### src/rtl/mul_seq_booth_param.sv
// Sequential radix-2 Booth multiplier with signed/unsigned and accumulate modes.
// It takes x+1 Booth steps per operation and uses a start/busy/ready handshake.
// The result register mul is written on the edge that leaves DONE.
// It then holds that value until the next completion.
module mul_seq_booth_param #(
    parameter int x = 8
) (
    input  logic           clk,
    input  logic           reset,
    input  logic           start,
    input  logic           signed_mode,
    input  logic           accumulate,
    input  logic [x-1:0]   OpA,
    input  logic [x-1:0]   OpB,
    output logic           busy,
    output logic           ready,
    output logic [2*x-1:0] mul
);

    // Wide enough to hold the step count x+1.
    localparam int cntW = $clog2(x + 2);

    typedef enum logic [1:0] {
        IDLE = 2'd0,
        RUN  = 2'd1,
        DONE = 2'd2
    } stateT;

    stateT           state;
    logic [x+1:0]    mcand;   // extended multiplicand, two guard bits
    logic [x+1:0]    upper;   // upper half of the partial product
    logic [x:0]      mplier;  // Booth multiplier register Q
    logic            qm1;     // appended bit q(-1)
    logic [cntW-1:0] count;
    logic            accReg;

    logic [x+1:0]    sum;
    logic [2*x-1:0]  product;

    // Booth recode of {q0, q(-1)}: add, subtract or pass the upper half.
    always_comb begin
        // NOTE: assign a default first so every path writes sum and no latch is inferred.
        sum = upper;
        case ({mplier[0], qm1})
            2'b01:   sum = upper + mcand;
            2'b10:   sum = upper - mcand;
            default: sum = upper;
        endcase
    end

    // The low 2x bits of {upper, Q} form the product.
    // x >= 2 guarantees the upper slice below exists.
    assign product = {upper[x-2:0], mplier};

    // Control FSM and datapath in one block, with registered busy/ready.
    always_ff @(posedge clk) begin
        // NOTE: state is updated with non-blocking assignments.
        // Every read in this block therefore sees the pre-edge value.
        // The DONE-cycle mul write and a back-to-back capture can share one edge.
        if (reset) begin
            state  <= IDLE;
            busy   <= 1'b0;
            ready  <= 1'b0;
            mul    <= '0;
            mcand  <= '0;
            upper  <= '0;
            mplier <= '0;
            qm1    <= 1'b0;
            count  <= '0;
            accReg <= 1'b0;
        end else begin
            if (state == DONE) begin
                mul <= accReg ? (mul + product) : product;
            end

            case (state)
                RUN: begin
                    // Arithmetic shift right of {sum, Q, q(-1)} by one bit.
                    upper  <= {sum[x+1], sum[x+1:1]};
                    mplier <= {sum[0], mplier[x:1]};
                    qm1    <= mplier[0];
                    count  <= count - cntW'(1);
                    if (count == cntW'(1)) begin
                        state <= DONE;
                        busy  <= 1'b0;
                        ready <= 1'b1;
                    end
                end
                default: begin
                    // IDLE and DONE both accept a new operation.
                    ready <= 1'b0;
                    if (start) begin
                        mcand  <= {{2{signed_mode & OpA[x-1]}}, OpA};
                        mplier <= {signed_mode & OpB[x-1], OpB};
                        upper  <= '0;
                        qm1    <= 1'b0;
                        count  <= cntW'(x + 1);
                        accReg <= accumulate;
                        state  <= RUN;
                        busy   <= 1'b1;
                    end else begin
                        state  <= IDLE;
                    end
                end
            endcase
        end
    end

endmodule

### config.mk
export PLATFORM = sky130hd
export DESIGN_NAME = mul_seq_booth_param
export DESIGN_NICKNAME = d
export VERILOG_FILES = /design/src/rtl/mul_seq_booth_param.sv
export SDC_FILE = /design/constraint.sdc
export NUM_CORES = 1
export LEC_CHECK = 0
export ABC_AREA = 1
export CORE_MARGIN = 4
export CORE_UTILIZATION = 62
export CTS_BUF_LIST = sky130_fd_sc_hd__clkbuf_16
export CTS_CLUSTER_DIAMETER = 40
export DETAILED_ROUTE_END_ITERATION = 16
export GPL_ROUTABILITY_DRIVEN = 0
export PLACE_DENSITY = 0.93
export SYNTH_ARGS = -nofsm -noshare
export SYNTH_HDL_FRONTEND = slang
export SYNTH_SLANG_ARGS = --single-unit
### constraint.sdc
create_clock -name clk -period 3.5 [get_ports clk]
set_input_delay 0.35 -clock clk [delete_from_list [all_inputs] [get_ports clk]]
set_output_delay 0.35 -clock clk [all_outputs]
set_load 0.005 [all_outputs]
Word-level counts from Yosys, hierarchy flattened
Cells that the tools add are included.
Word-level totals
  word-level logic and storage cells: 43
  output and inout port bits: 18
  bits of input ports: 21
  register bits: 54
Cells by class
  multiplexer cells: 16
  add/sub/neg operators: 4
  reductions and logical operators: 4
  bitwise gates (word level): 3
  eq/ne operators: 6
Operators by type and width (number)
  10-bit two-way mux: 2
  10-bit case mux with 2 select lines: 1
  9-bit two-way mux: 2
  16-bit adder: 1
  16-bit two-way mux: 1
  10-bit adder: 1
  10-bit subtractor: 1
  4-bit two-way mux: 2
  1-bit two-way mux: 6
  2-bit by 1-bit == test with 1-bit output, second input constant: 2
  2-bit == test, second input constant: 2
  4-bit by 1-bit == test with 1-bit output, second input constant: 1
  2-bit two-way mux: 2
  2-bit AND reduction: 2
  4-bit by 1-bit subtractor with 4-bit output, second input constant: 1
  1-bit AND: 2
  2-bit != test, second input constant: 1
  2-bit nonzero test: 1
  2-bit OR reduction: 1
  1-bit NOT: 1

Depth between registers and ports, before layout
Gate-level depths: netlist of the first run.
  depth after elaboration: 3
  gate-level depth with buffers: 20
  gate-level depth less buffers: 20

Worst setup path after synthesis of the first run
No wires, ideal clock.
  path kind: register to register
  start point: reg mcand[0]
  end point: reg upper[8]
  slack: 1341 ps
  data required time: 3391 ps
  path buffers: 0
  setup time: 109 ps
  clock period less this slack: 2159 ps
  stages on the path, launching flop included: 21
  data arrival time: 2050 ps
  path through: dfxtp_1 inv_1 ha_1 inv_1 nor2_1 nand2_1 nor2_1 nand2_1 nand2_1 xor2_1 inv_1 ha_1 nand2_1 nor2_1 nand3_1 nand3_1 inv_1 nand2_1 nand3_1 nand2_1 inv_1
On the way
  word-level cells in the longest chain between the ends: 3
  elaborated cells between the ends (all ways): 4
  classes of those cells: add/sub (2); mux (2)
Ends and longest elaborated chain
  from (decl): RTL line 30  | logic [x+1:0] mcand;
  from (signal assigned): RTL line 93  | mcand <= {{2{signed_mode & OpA[x-1]}}, OpA};
  10-bit subtractor / 10-bit adder (equally long branches): RTL line 46, 45
  10-bit case mux with 2 select lines *: RTL line 44  | case ({mplier[0], qm1})
  10-bit two-way mux *: RTL line 76  | case (state)
  to (signal assigned): RTL line 79  | upper <= {sum[x+1], sum[x+1:1]};
  to (decl): RTL line 31  | logic [x+1:0] upper;
Every way passes the cells marked *; elsewhere a longest branch is shown, timed or not.
A chain may end at the register's enable or synchronous reset.

Worst setup path after layout of the first run
  start point: reg mcand[1]
  end point: reg upper[8]
Same word-level chain as after synthesis.

==> results.md, run 1 <==
Synthesis:
- The cell count after synthesis is 596.
- The part of the Yosys area used for sequential elements is 28.2%.
- The cell area that synthesis handed to floorplanning was between 3000 and 4000 µm².
- The library cell with the largest summed area after synthesis is dfxtp_1.
- The number of synthesized flops with an enable pin is 0.
- A synthesized cell averages 6.31 µm².
- When the netlist entered floorplanning its net count stood at about 650.
- The fraction of registers with async set/reset is 0%.
- The number of warnings issued by yosys is 0.
- Sorting the synthesized cells by area gives the leading types as dfxtp_1 (28%), nand2_1 (16%), inv_1 (9.7%).
- The number of different library cells used by synthesis comes to 38.
- Synthesis inferred 53 register bits.
- The main flop type after synthesis is dfxtp_1.
- The synthesized design devotes to its leading area cell type between 20 and 30% of total area.

Timing:
- Summed over all failing endpoints, the final setup total negative slack is 0 ps.
- The number of hold violations in the final report is 0.
- The number of max-slew violations in the final report was 0.
- Setup violations remaining at the end of the flow were counted as 0.
- Measured against its own limit, the worst slew margin works out to 45.1%.
- The clock period minus final worst setup slack is 2660 ps.
- The peak clock frequency supported by timing is 376 MHz.
- The clock arrives with 4.34 ps of skew.
- The final worst-path cycle share is 76.0%.
- For the pin with the worst max-slew slack, the measured transition is 821 ps.
- Setup repair after global routing left no endpoint under its margin.

Power and ir drop:
- The worst-case IR drop observed on VDD is 0.347 mV.
- The power after layout is roughly 1.6 mW.
- The switching portion of total power is 32.5%.
- Registers are responsible for 42.7% of the overall power.
- The internal portion of total power is 1.05 mW.
- For this design the ratio of total power to cell area is 360 nW/µm².
- Combinational cells account for 25.5% of the total power.
- Summed over all cells, the static leakage comes to 2.04 nW.
- Of the total power, the clock network draws 31.8%.
- In this run the power spent charging and discharging nets is 0.508 mW.

Drt:
- After detailed routing, the number of vias per cell comes to 5.59.
- The final wirelength is 9910 µm.
- After detailed routing, the number of remaining DRC violations is 0.
- The routed layout has between 3000 and 4000 vias.
- The DRC violation total after the first TritonRoute iteration is 289.
- The number of detailed-route iterations in the first pass is 7.
- In this run the remaining antenna-violating nets after routing total 0.
- The routed wirelength normalized by instance count is 14.1 µm.

Global route:
- Global routing used 27.7% of the available tracks.
- The via count of the first global-routing pass is about 3800.
- The first global-routing pass estimated ~17000 µm of wire.
- Summed over all layers, the global routing overflow is 0.
- Entering global routing, the biggest net connects 29 pins.
- The initial antenna violation count is 0.

Worst setup path:
- The worst setup path is captured at a register.
- The depth of the worst register-to-register path is 20.
- The slack of the worst reg-to-reg path is 840 ps.
- The number of buffers and inverters on the critical path is 5.
- For the worst setup path, the data required time is 3700 ps.
- The path type of the worst setup path is reg -> reg.
- The worst register-to-register path begins at mcand[1].
- The endpoint identified for the worst register-to-register timing path is upper[8].
- The largest fanout of any net on the critical path is 4.
- The worst setup path is launched from a register.
- Among the stages of the critical path, the cell type that occurs most often is nand2_1.
- The launching instance or port of the critical path is mcand[1].
- The signal on the critical path passes through inv_1 -> ha_1 -> inv_1 -> nor2_1 -> nand2_1 -> nor2_1 -> nand2_1 -> nand2_1 -> xor2_1 -> inv_1 -> ha_1 -> nand2_1 -> nor2_1 -> nand3_1 -> nand3_1 -> inv_1 -> nand2_1 -> nand3_1 -> nand2_1 -> inv_1.
- The data arrival time of the critical path is 2860 ps.
- Grouping stages by cell kind, the critical path spends the most delay in simple AND/OR/NAND/NOR gates.
- In this design, the stage delay of the slowest critical-path cell is 330 ps.
- The critical path endpoint is upper[8].
- The number of cells on the critical path is 20.
- The slowest stage cell on the critical path is ha_1.

Status:
- The run finished with clean final reports.

Placement:
- The cell count after placement is 695.
- Detailed placement ended at an HPWL of 7500 µm.
- In this run the tool buffered the top-level ports with 38 buffer cells.

Layout:
- Of the cells placed in the final design, the portion with a size suffix greater than 1 is 3.50%.
- The layout has 480 filler cells.
- The multi-input combinational cells in the finished layout cover a total of 2250 µm².
- The count of cells in the finished layout, fillers not included, comes to roughly 700.
- Relative to the synthesized area, the layout overhead comes to 15.1%.
- The register cell area after layout is 1060 µm².
- The repair_antennas step left the layout with diodes totalling 0.
- The final layout contains approximately 680 nets.

Clock network:
- The clock buffer count from CTS is 5.
- The CTS clock-pin slew for the worst setup and hold paths is 70 ps.
- The clock tree from TritonCTS is done.
- The H-tree depth is 2.
- The clock passes through at most 2 buffers.
- The post-cts sizing count is 0.
- The clock drives 53 sinks.
- Buffers inserted to repair hold after CTS numbered 0.
- The post-CTS setup buffer count is 0.
- The later pin in the worst-skew pair is clocked with a latency of 290 ps.
- The tree is rooted in a clkbuf_16.

Floorplan:
- The initialized floorplan defines 28 standard-cell rows.
- The floorplan step set the die height to between 80 and 90 µm.
- The floorplan die width is between 80 and 90 µm.
- The core region is 5920 µm².
- The die covers 7380 µm².
- The initial standard-cell utilization of the core is 63.6%.
- The number of primary I/O pins is 39.

Run:
- The max-cap check violation count is 0.

Hold path:
- The tightest min-delay check is of the reg -> reg type.
[how the worst min path moves through the flow]
stage	slack, ps	startpoint	cells past startpoint	endpoint
final	480	count[3]	1	count[3]
after global routing	510	mul[13]	2	mul[13]
after CTS	480	count[3]	1	count[3]
after detailed placement	470	count[3]	1	count[3]
after global placement	450	qm1	2	qm1
after floorplan	440	qm1	2	qm1
[layout make-up]
cell class | count | area share, %
Inverter | 101 | 8.75
Sequential cell | 53 | 24.5
Tap cell | 75 | 2.17
Timing Repair Buffer | 41 | 9.30
Multi-Input combinational cell | 425 | 51.9
Clock buffer | 5 | 2.89
Clock inverter | 3 | 0.462
[state kept, by name (all words and copies together) (netlist names)]
register  cells
mul          16
mcand         9
mplier        9
upper         9
count         4
state         2
accReg        1
busy          1
qm1           1
ready         1
[stage by stage]
step           worst slack (ps)  area (µm²)  hold WS [ps]  utilization, %
5_1_grt                     621        4330           514            73.1
6_report                    841        4330           482            73.1
2_1_floorplan              1340        3760           440               -
3_5_place_dp               1020        4190           466            70.7
3_3_place_gp               1210        4190           449            70.7
4_1_cts                     900        4330           478            73.1
[cell usage in the layout (no fill, tap or decap), types with 4 or more instances in the layout]
cell type,instances
nand2_1,164
inv_1,97
a21oi_1,66
dfxtp_1,53
nor2_1,42
clkdlybuf4s50_1,38
nand3_1,36
o21ai_0,31
ha_1,28
xor2_1,10
nor3_1,5
o211ai_1,5
clkbuf_16,5
a31oi_1,4
nand4_1,4
[power by group through the flow]
| stage | combinational (mW) | sequential (mW) | clock (mW) |
|---|---|---|---|
| 2_1_floorplan | 0.290 | 0.665 | 0 |
| 3_3_place_gp | 0.366 | 0.676 | 0 |
| 3_5_place_dp | 0.385 | 0.678 | 0 |
| 4_1_cts | 0.391 | 0.664 | 0.497 |
| 5_1_grt | 0.451 | 0.669 | 0.523 |
| 6_report | 0.398 | 0.666 | 0.496 |
[cell usage after synthesis, types with 2 or more instances]
library cell and number:
nand4_1 4, a21o_1 2, nand3_1 36, o21ai_0 31
xnor2_1 3, o21a_1 2, o221ai_1 2, nor3_1 5
nand2_2 2, fa_1 2, a21oi_1 66, clkbuf_1 10
nor2_1 42, dfxtp_1 53, xor2_1 10, inv_2 3
buf_2 6, nor2_2 2, inv_1 97, ha_1 28
nand2_1 164, o22ai_1 3, o211ai_1 5, a31oi_1 4
[routing by layer]
metal	global-route usage (%)	part of all wire, %	wire length, µm
met1	32.7	41	4080
met5	0	0	0
met3	3.46	6.3	627
met2	49.3	50	4910
met4	12.8	2.9	292
[kinds of logic after synthesis]
kind of cell	count (synthesis)	share of synthesized area, %
buffers and inverters	118	12.1
xor gates and xnor gates	13	3.03
AOI/OAI and AO/OA	121	17.8
DFF	53	28.2
and+or+nand+nor	261	28.6
adders and majority gates	30	10.4
Power figures use the tool's default switching activity.
==> inputs of run 2 (changes only) <==
Settings changed: CORE_UTILIZATION 62 to 52, PLACE_DENSITY 0.93 to 0.84.
Clock period 3.5 ns to 2.3 ns, I/O delays scaled along.
==> results.md, run 2 (synthesis gave the netlist of run 1 again) <==
Worst setup path:
- The worst endpoint required time is 2500 ps (was 3700 ps).
- The launching instance or port of the critical path is mcand[0] (was mcand[1]).
- The largest fanout of any net on the critical path came to 4 (unchanged).
- The path type of the worst setup path is reg -> reg (unchanged).
- The number of buffer and inverter stages on the critical path was 3 (was 5).
- The kind of cell with the highest combined delay on the critical path is simple AND/OR/NAND/NOR gates (unchanged).
- The data arrival time of the critical path was 2540 ps (was 2860 ps).
- The critical path startpoint category was a register (unchanged).
- The nature of the critical path endpoint is a register (unchanged).
- The slowest stage cell on the critical path is ha_1 (unchanged).
- The startpoint of the lowest-slack register-to-register path is mcand[0] (was mcand[1]).
- The largest stage delay on the critical path is 340 ps (was 330 ps).
- Crit path cell chain: inv_2 -> ha_4 -> inv_2 -> nor2_4 -> nand2_2 -> nor2_4 -> a21oi_2 -> xor2_1 -> ha_1 -> a21o_1 -> a31oi_1 -> nand3_2 -> nand3_2 -> nand3_1 -> nand2_1 -> inv_1 (was inv_1 -> ha_1 -> inv_1 -> nor2_1 -> nand2_1 -> nor2_1 -> nand2_1 -> nand2_1 -> xor2_1 -> inv_1 -> ha_1 -> nand2_1 -> nor2_1 -> nand3_1 -> nand3_1 -> inv_1 -> nand2_1 -> nand3_1 -> nand2_1 -> inv_1).

Status:
- The checks that failed: setup timing.
- Run status: complete, but fails checks (was finished, final reports clean).

Timing:
- The number of max-slew violations in the final report came to 0 (unchanged).
- The number of hold violations in the final report is 0 (unchanged).
- The remaining max-slew budget at the tightest pin was 53.5% (was 45.1%).
- The final worst-path cycle share was 102% (was 76.0%).
- The worst setup slack after layout is -40.2 ps (was 841 ps).
- The clock period minus final worst setup slack was 2340 ps (was 2660 ps).
- The final setup violation count is 1 (was 0).
- The total negative setup slack is -40.2 ps (was 0 ps).
- The transition time at the pin with the least slew margin came to 696 ps (was 821 ps).
- The peak clock frequency supported by timing came to 427 MHz (was 376 MHz).
- The final clock skew was 6.67 ps (was 4.34 ps).
- Unrepaired setup endpoints after global routing: yes (was no).

Floorplan:
- The height of the die is 93.1 µm (was 85.9 µm).
- The area of the placeable core came to 6910 µm² (was 5920 µm²).
- The initial standard-cell utilization of the core is 54.5% (was 63.6%).
- The site row count came to 30 (was 28).
- The floorplan die width is 93.1 µm (was 85.9 µm).
- The number of primary I/O pins came to 39 (unchanged).
- The overall die area is 8660 µm² (was 7380 µm²).

Clock network:
- The clock tree from TritonCTS is done (unchanged).
- The clock tree root buffer cell is clkbuf_16 (unchanged).
- The sink count of the clock tree is 53 (unchanged).
- The clock buffer count from CTS is 5 (unchanged).
- The insertion delay of the later-clocked pin in the worst-skew pair was 290 ps (about the same).
- The H-tree depth is 2 (unchanged).
- The maximum clock insertion buffer count came to 2 (unchanged).
- The CTS clock-pin slew for the worst setup and hold paths is 70 ps (about the same).

Layout:
- The largest register by flop count is mul (unchanged).
- Most used cells in the layout excluding fill and tap cells: nand2_1 (158), inv_1 (92), a21oi_1 (64), dfxtp_1 (52), clkdlybuf4s50_1 (38) (was nand2_1 (164), inv_1 (97), a21oi_1 (66), dfxtp_1 (53), nor2_1 (42)).
- The fraction of final layout cells with drive strength greater than 1 is 9.56% (was 3.50%).
- The most frequent standard cell in the layout excluding fill and tap cells is nand2_1 (unchanged).
- The count of nets after finishing is 688 (was 678).
- The antenna cell count is 0 (unchanged).
- The non-filler instance count after layout is 734 (was 703).
- The layout overhead on the synthesized area was 21.4% (was 15.1%).
- The flip-flop count of the largest register after layout came to 16 (unchanged).
- The filler cell count is 604 (was 480).

Drt:
- The post-detailed-route count of antenna-violating nets is 0 (unchanged).
- The via total after detailed routing is 3960 (was 3933).
- The final wirelength is 9840 µm (was 9910 µm).
- The DRC violation count after routing was 0 (unchanged).
- The DRC violation total after the first TritonRoute iteration is 287 (was 289).
- The routed wirelength normalized by instance count is 13.4 µm (was 14.1 µm).
- The mean number of vias per cell is 5.40 (was 5.59).
- The number of detailed-route iterations in the first pass is 5 (was 7).

Placement:
- The minimum setup slack after placement is -83.4 ps (was 1020 ps).
- The cell count after placement is 724 (was 695).
- The count of buffers inserted at the top-level ports is 38 (unchanged).
- The HPWL reported at the end of detailed placement is 7190 µm (was 7500 µm).

Global route:
- The sum of overflow across all layers after global routing is 0 (unchanged).
- The initial antenna violation count is 0 (unchanged).
- The via count of the first global-routing pass is 3713 (was 3843).
- The total global routing track utilization was 23.0% (was 27.7%).
- The global-route wire length before repair is 16500 µm (was 16600 µm).
- The pin count of the biggest net entering global routing came to 24 (was 29).

Power and ir drop:
- The cell area power density is 545 nW/µm² (was 360 nW/µm²).
- The leakage power of the design was 2.12 nW (was 2.04 nW).
- The maximum VDD drop was 0.430 mV (was 0.347 mV).

Run:
- The max-cap check violation count was 0 (unchanged).

Hold path:
- The launch instance of the worst min-delay path is count[3] (unchanged).
- The worst hold path class is reg -> reg (unchanged).
run 2: cell count changes in the layout (fill, tap and decap cells not counted), moves of 4 or more:
cell and change:
ha_1 -5, nor2_1 -5, nand2_1 -6, nand2_2 +5, inv_1 -5, ha_4 +4
inv_2 +5, buf_4 +10
run 2: layer usage:
layer  up-vias  part of all wire, %  global-route usage, %
met5         -                    0                      0
met3        20                  6.4                   2.65
met1      1794                   43                   29.5
met2       148                   49                   40.1
met4         0                  1.9                   7.33
li1       1998                    -                      -
run 2: area by class of cell:
cell class	count	area (µm²)	area share, %
Multi-Input combinational cell	425	2380	52.0
Sequential cell	53	1060	23.3
Timing Repair Buffer	51	478	10.5
Inverter	101	379	8.30
Clock buffer	5	125	2.74
Tap cell	96	120	2.63
Clock inverter	3	26.3	0.575
run 2: worst reg2reg max path: cells and delay by family (launching register included):
kind | cells | cell delay, ps
simple gates | 7 | 660
compound gates | 3 | 460
buf+inv | 3 | 140
flops | 1 | 330
xor+xnor | 1 | 160
fa+ha+maj | 2 | 480
run 2: timing repair:
action	4_1_cts	5_1_grt
buffers inserted	2	0
hold buffers	0	0
pin swaps	9	13
endpoints found under the hold margin	0	0
endpoints found under the setup margin	3	7
gates resized for setup	13	22
run 2: through the flow:
step | area [µm²] | power (mW) | hold slack (ps) | utilization, %
after floorplan | 3760 | 1.45 | 375 | -
after global placement | 4270 | 1.61 | 453 | 61.8
after detailed placement | 4270 | 1.63 | 462 | 61.8
after CTS | 4480 | 2.44 | 479 | 64.9
after global routing | 4570 | 2.62 | 516 | 66.1
final | 4570 | 2.49 | 478 | 66.1
run 2: final timing paths:
check / endpoint / slack, ps / cells after the start
worst min-delay path: count[3] / 480 / 1
worst min register to register: count[3] / 480 / 1
worst max-delay path: upper[8] / -40 / 16
worst max register to register: upper[8] / -40 / 16
run 2: where the power goes:
| part | leakage, nW | switching, mW | internal (mW) | total, mW |
|---|---|---|---|---|
| combinational | 1.61 | 0.420 | 0.285 | 0.705 |
| sequential | 0.433 | 0.0401 | 0.965 | 1.00 |
| clock | 0.0744 | 0.366 | 0.412 | 0.778 |
| total | 2.12 | 0.826 | 1.66 | 2.49 |
==> inputs of run 3 (changes only) <==
Settings changed: CORE_UTILIZATION 52 to 54, CTS_BUF_LIST sky130_fd_sc_hd__clkbuf_16 to sky130_fd_sc_hd__clkbuf_8, PLACE_DENSITY 0.84 to 0.87.
==> results.md, run 3 (synthesis gave the netlist of run 1 again) <==
Status:
- Run status: complete, but fails checks (unchanged).
- Failing checks: setup timing (unchanged).

Global route:
- The pin count of the biggest net entering global routing is 24 (unchanged).
- The met2 layer usage reported by global route came to 41.0% (was 40.1%).
- The layer carrying the most global-route usage is met2 (unchanged).
- The met3 global-route usage is 2.98% (was 2.65%).
- The total global routing track utilization is 23.5% (was 23.0%).
- The met1 routing resource usage after global routing is 27.1% (was 29.5%).
- The via count of the first global-routing pass came to 3928 (was 3713).
- The sum of overflow across all layers after global routing is 0 (unchanged).
- The initial antenna violation count is 0 (unchanged).
- The global-route wire length before repair came to 16400 µm (was 16500 µm).

Worst setup path:
- The most frequent cell on the critical path is nand2_2.
- The data arrival time of the critical path is 2560 ps (was 2540 ps).
- The path type of the worst setup path was reg -> reg (unchanged).
- The largest stage delay on the critical path is 340 ps (about the same).
- The largest fanout of any net on the critical path is 4 (unchanged).
- The worst endpoint required time was 2540 ps (was 2500 ps).
- The critical path startpoint category is a register (unchanged).
- Crit path cell chain: inv_2 -> ha_4 -> inv_2 -> nor2_4 -> nand2_2 -> nor2_4 -> nand2_2 -> nand2_2 -> xor2_1 -> inv_1 -> ha_4 -> nand2_4 -> nor2_4 -> nand3_2 -> nand3_2 -> inv_2 -> nand2_2 -> nand3_2 -> nand2_2 -> inv_2 (was inv_2 -> ha_4 -> inv_2 -> nor2_4 -> nand2_2 -> nor2_4 -> a21oi_2 -> xor2_1 -> ha_1 -> a21o_1 -> a31oi_1 -> nand3_2 -> nand3_2 -> nand3_1 -> nand2_1 -> inv_1).
- The slowest stage cell on the critical path is dfxtp_2 (was ha_1).
- The nature of the critical path endpoint was a register (unchanged).

Floorplan:
- The number of primary I/O pins is 39 (unchanged).
- The area of the placeable core is 6790 µm² (was 6910 µm²).
- The height of the die is 91.5 µm (was 93.1 µm).
- The floorplan die width is 91.5 µm (was 93.1 µm).
- The initial standard-cell utilization of the core is 55.4% (was 54.5%).
- The overall die area came to 8370 µm² (was 8660 µm²).
- The site row count was 30 (unchanged).

Layout:
- The flip-flop count of the largest register after layout was 16 (unchanged).
- The largest register by flop count is mul (unchanged).
- The antenna cell count was 0 (unchanged).
- The count of nets after finishing is 692 (was 688).
- The layout overhead on the synthesized area came to 22.0% (was 21.4%).
- The non-filler instance count after layout is 738 (was 734).
- Most used cells in the layout excluding fill and tap cells: nand2_1 (152), inv_1 (90), a21oi_1 (63), dfxtp_1 (49), clkdlybuf4s50_1 (38) (was nand2_1 (158), inv_1 (92), a21oi_1 (64), dfxtp_1 (52), clkdlybuf4s50_1 (38)).
- The fraction of final layout cells with drive strength greater than 1 is 12.9% (was 9.56%).
- The most frequent standard cell in the layout excluding fill and tap cells is nand2_1 (unchanged).

Timing:
- The clock period minus final worst setup slack is 2320 ps (was 2340 ps).
- The number of max-slew violations in the final report is 0 (unchanged).
- The final worst-path cycle share is 101% (was 102%).
- The transition time at the pin with the least slew margin is 730 ps (was 696 ps).
- The number of hold violations in the final report is 0 (unchanged).
- The peak clock frequency supported by timing is 431 MHz (was 427 MHz).
- The worst setup slack after layout was -19.2 ps (was -40.2 ps).
- The final clock skew is 12.0 ps (was 6.67 ps).
- Unrepaired setup endpoints after global routing: yes (unchanged).
- The final setup violation count is 1 (unchanged).
- The remaining max-slew budget at the tightest pin is 51.3% (was 53.5%).

Power and ir drop:
- The cell area power density is 512 nW/µm² (was 545 nW/µm²).
- The power after layout is 2.35 mW (was 2.49 mW).
- The maximum VDD drop is 0.325 mV (was 0.430 mV).
- The leakage power of the design is 2.11 nW (was 2.12 nW).

Clock network:
- The clock buffer count from CTS was 5 (unchanged).
- The clock tree root buffer cell was clkbuf_8 (was clkbuf_16).
- The insertion delay of the later-clocked pin in the worst-skew pair is 320 ps (was 290 ps).
- The H-tree depth is 2 (unchanged).
- The sink count of the clock tree came to 53 (unchanged).
- The clock tree from TritonCTS is done (unchanged).
- The CTS clock-pin slew for the worst setup and hold paths is 110 ps (was 70 ps).
- The maximum clock insertion buffer count came to 2 (unchanged).

Run:
- The max-cap check violation count is 0 (unchanged).

Placement:
- The HPWL reported at the end of detailed placement is 7080 µm (was 7190 µm).
- The count of buffers inserted at the top-level ports is 38 (unchanged).
- The cell count after placement is 724 (unchanged).

Drt:
- The final wirelength is 9920 µm (was 9840 µm).
- The number of detailed-route iterations in the first pass is 5 (unchanged).
- The post-detailed-route count of antenna-violating nets is 0 (unchanged).
- The mean number of vias per cell is 5.39 (was 5.40).
- The routed wirelength normalized by instance count came to 13.4 µm (about the same).
- The via total after detailed routing was 3981 (was 3960).
- The DRC violation total after the first TritonRoute iteration is 273 (was 287).
- The DRC violation count after routing came to 0 (unchanged).

Hold path:
- The worst hold path class is in -> reg (was reg -> reg).
[run 3: cell types whose count changed in the layout (fill, tap and decap cells not counted), moves of 3 or more]
cell       change
clkbuf_8       +5
nor2_2         +3
buf_4          +4
o21ai_0        -5
nand2_2        +6
o21ai_1        +5
dfxtp_2        +3
dfxtp_1        -3
nand2_1        -6
clkbuf_16      -5
nor2_1         -3
[run 3: layout make-up]
cell class	instances	area (µm²)
inverter	101	382
clock inverter	3	25.0
fill	584	2200
timing repair buffer	55	508
tap	96	120
sequential	53	1070
clock buffer	5	68.8
multi-input combinational	425	2420
[run 3: per-stage QoR]
| step | hold slack [ps] | worst slack, ps | instance area, µm² | TNS, ps | utilization, % |
|---|---|---|---|---|---|
| final | 488 | -19.2 | 4590 | -19.2 | 67.6 |
| after global placement | 452 | 34.9 | 4270 | 0 | 62.9 |
| after detailed placement | 458 | -118 | 4270 | -249 | 62.9 |
| after CTS | 485 | 0.131 | 4430 | 0 | 65.2 |
| after global routing | 480 | -154 | 4590 | -631 | 67.6 |
| after floorplan | 375 | 141 | 3760 | 0 | - |
[run 3: metal layers]
layer  share of wire [%]  up-vias
li1                    -     1993
met3                 5.7       37
met5                   0        -
met4                 3.7        0
met2                  49      135
met1                  41     1816
[run 3: critical path, delay by kind of cell, from the launching register on]
| kind | cells | cell delay (ps) |
|---|---|---|
| and+or+nand+nor | 12 | 1030 |
| adders and majority gates | 2 | 460 |
| DFF | 1 | 340 |
| buffers and inverters | 5 | 270 |
| xor gates and xnor gates | 1 | 140 |
[run 3: final timing paths]
kind | from | end | slack, ps | depth (start not counted)
worst max-delay path | mcand[0] | upper[8] | -20 | 20
worst min-delay path | OpA[7] | mcand[7] | 490 | 3
worst max register to register | mcand[0] | upper[8] | -20 | 20
worst min register to register | count[3] | count[3] | 490 | 1
[run 3: repair_timing]
item | in CTS | in global routing
endpoints found under the setup margin | 3 | 7
gates resized for setup | 21 | 39
gates cloned | 0 | 0
setup buffers | 1 | 5
hold buffers | 0 | 0
pin swaps | 17 | 22
[run 3: report_power, final]
| part | internal, mW | total, mW | switching, mW |
|---|---|---|---|
| logic | 0.322 | 0.776 | 0.454 |
| registers | 0.966 | 1.01 | 0.0405 |
| clock network | 0.221 | 0.567 | 0.346 |
| total | 1.51 | 2.35 | 0.841 |
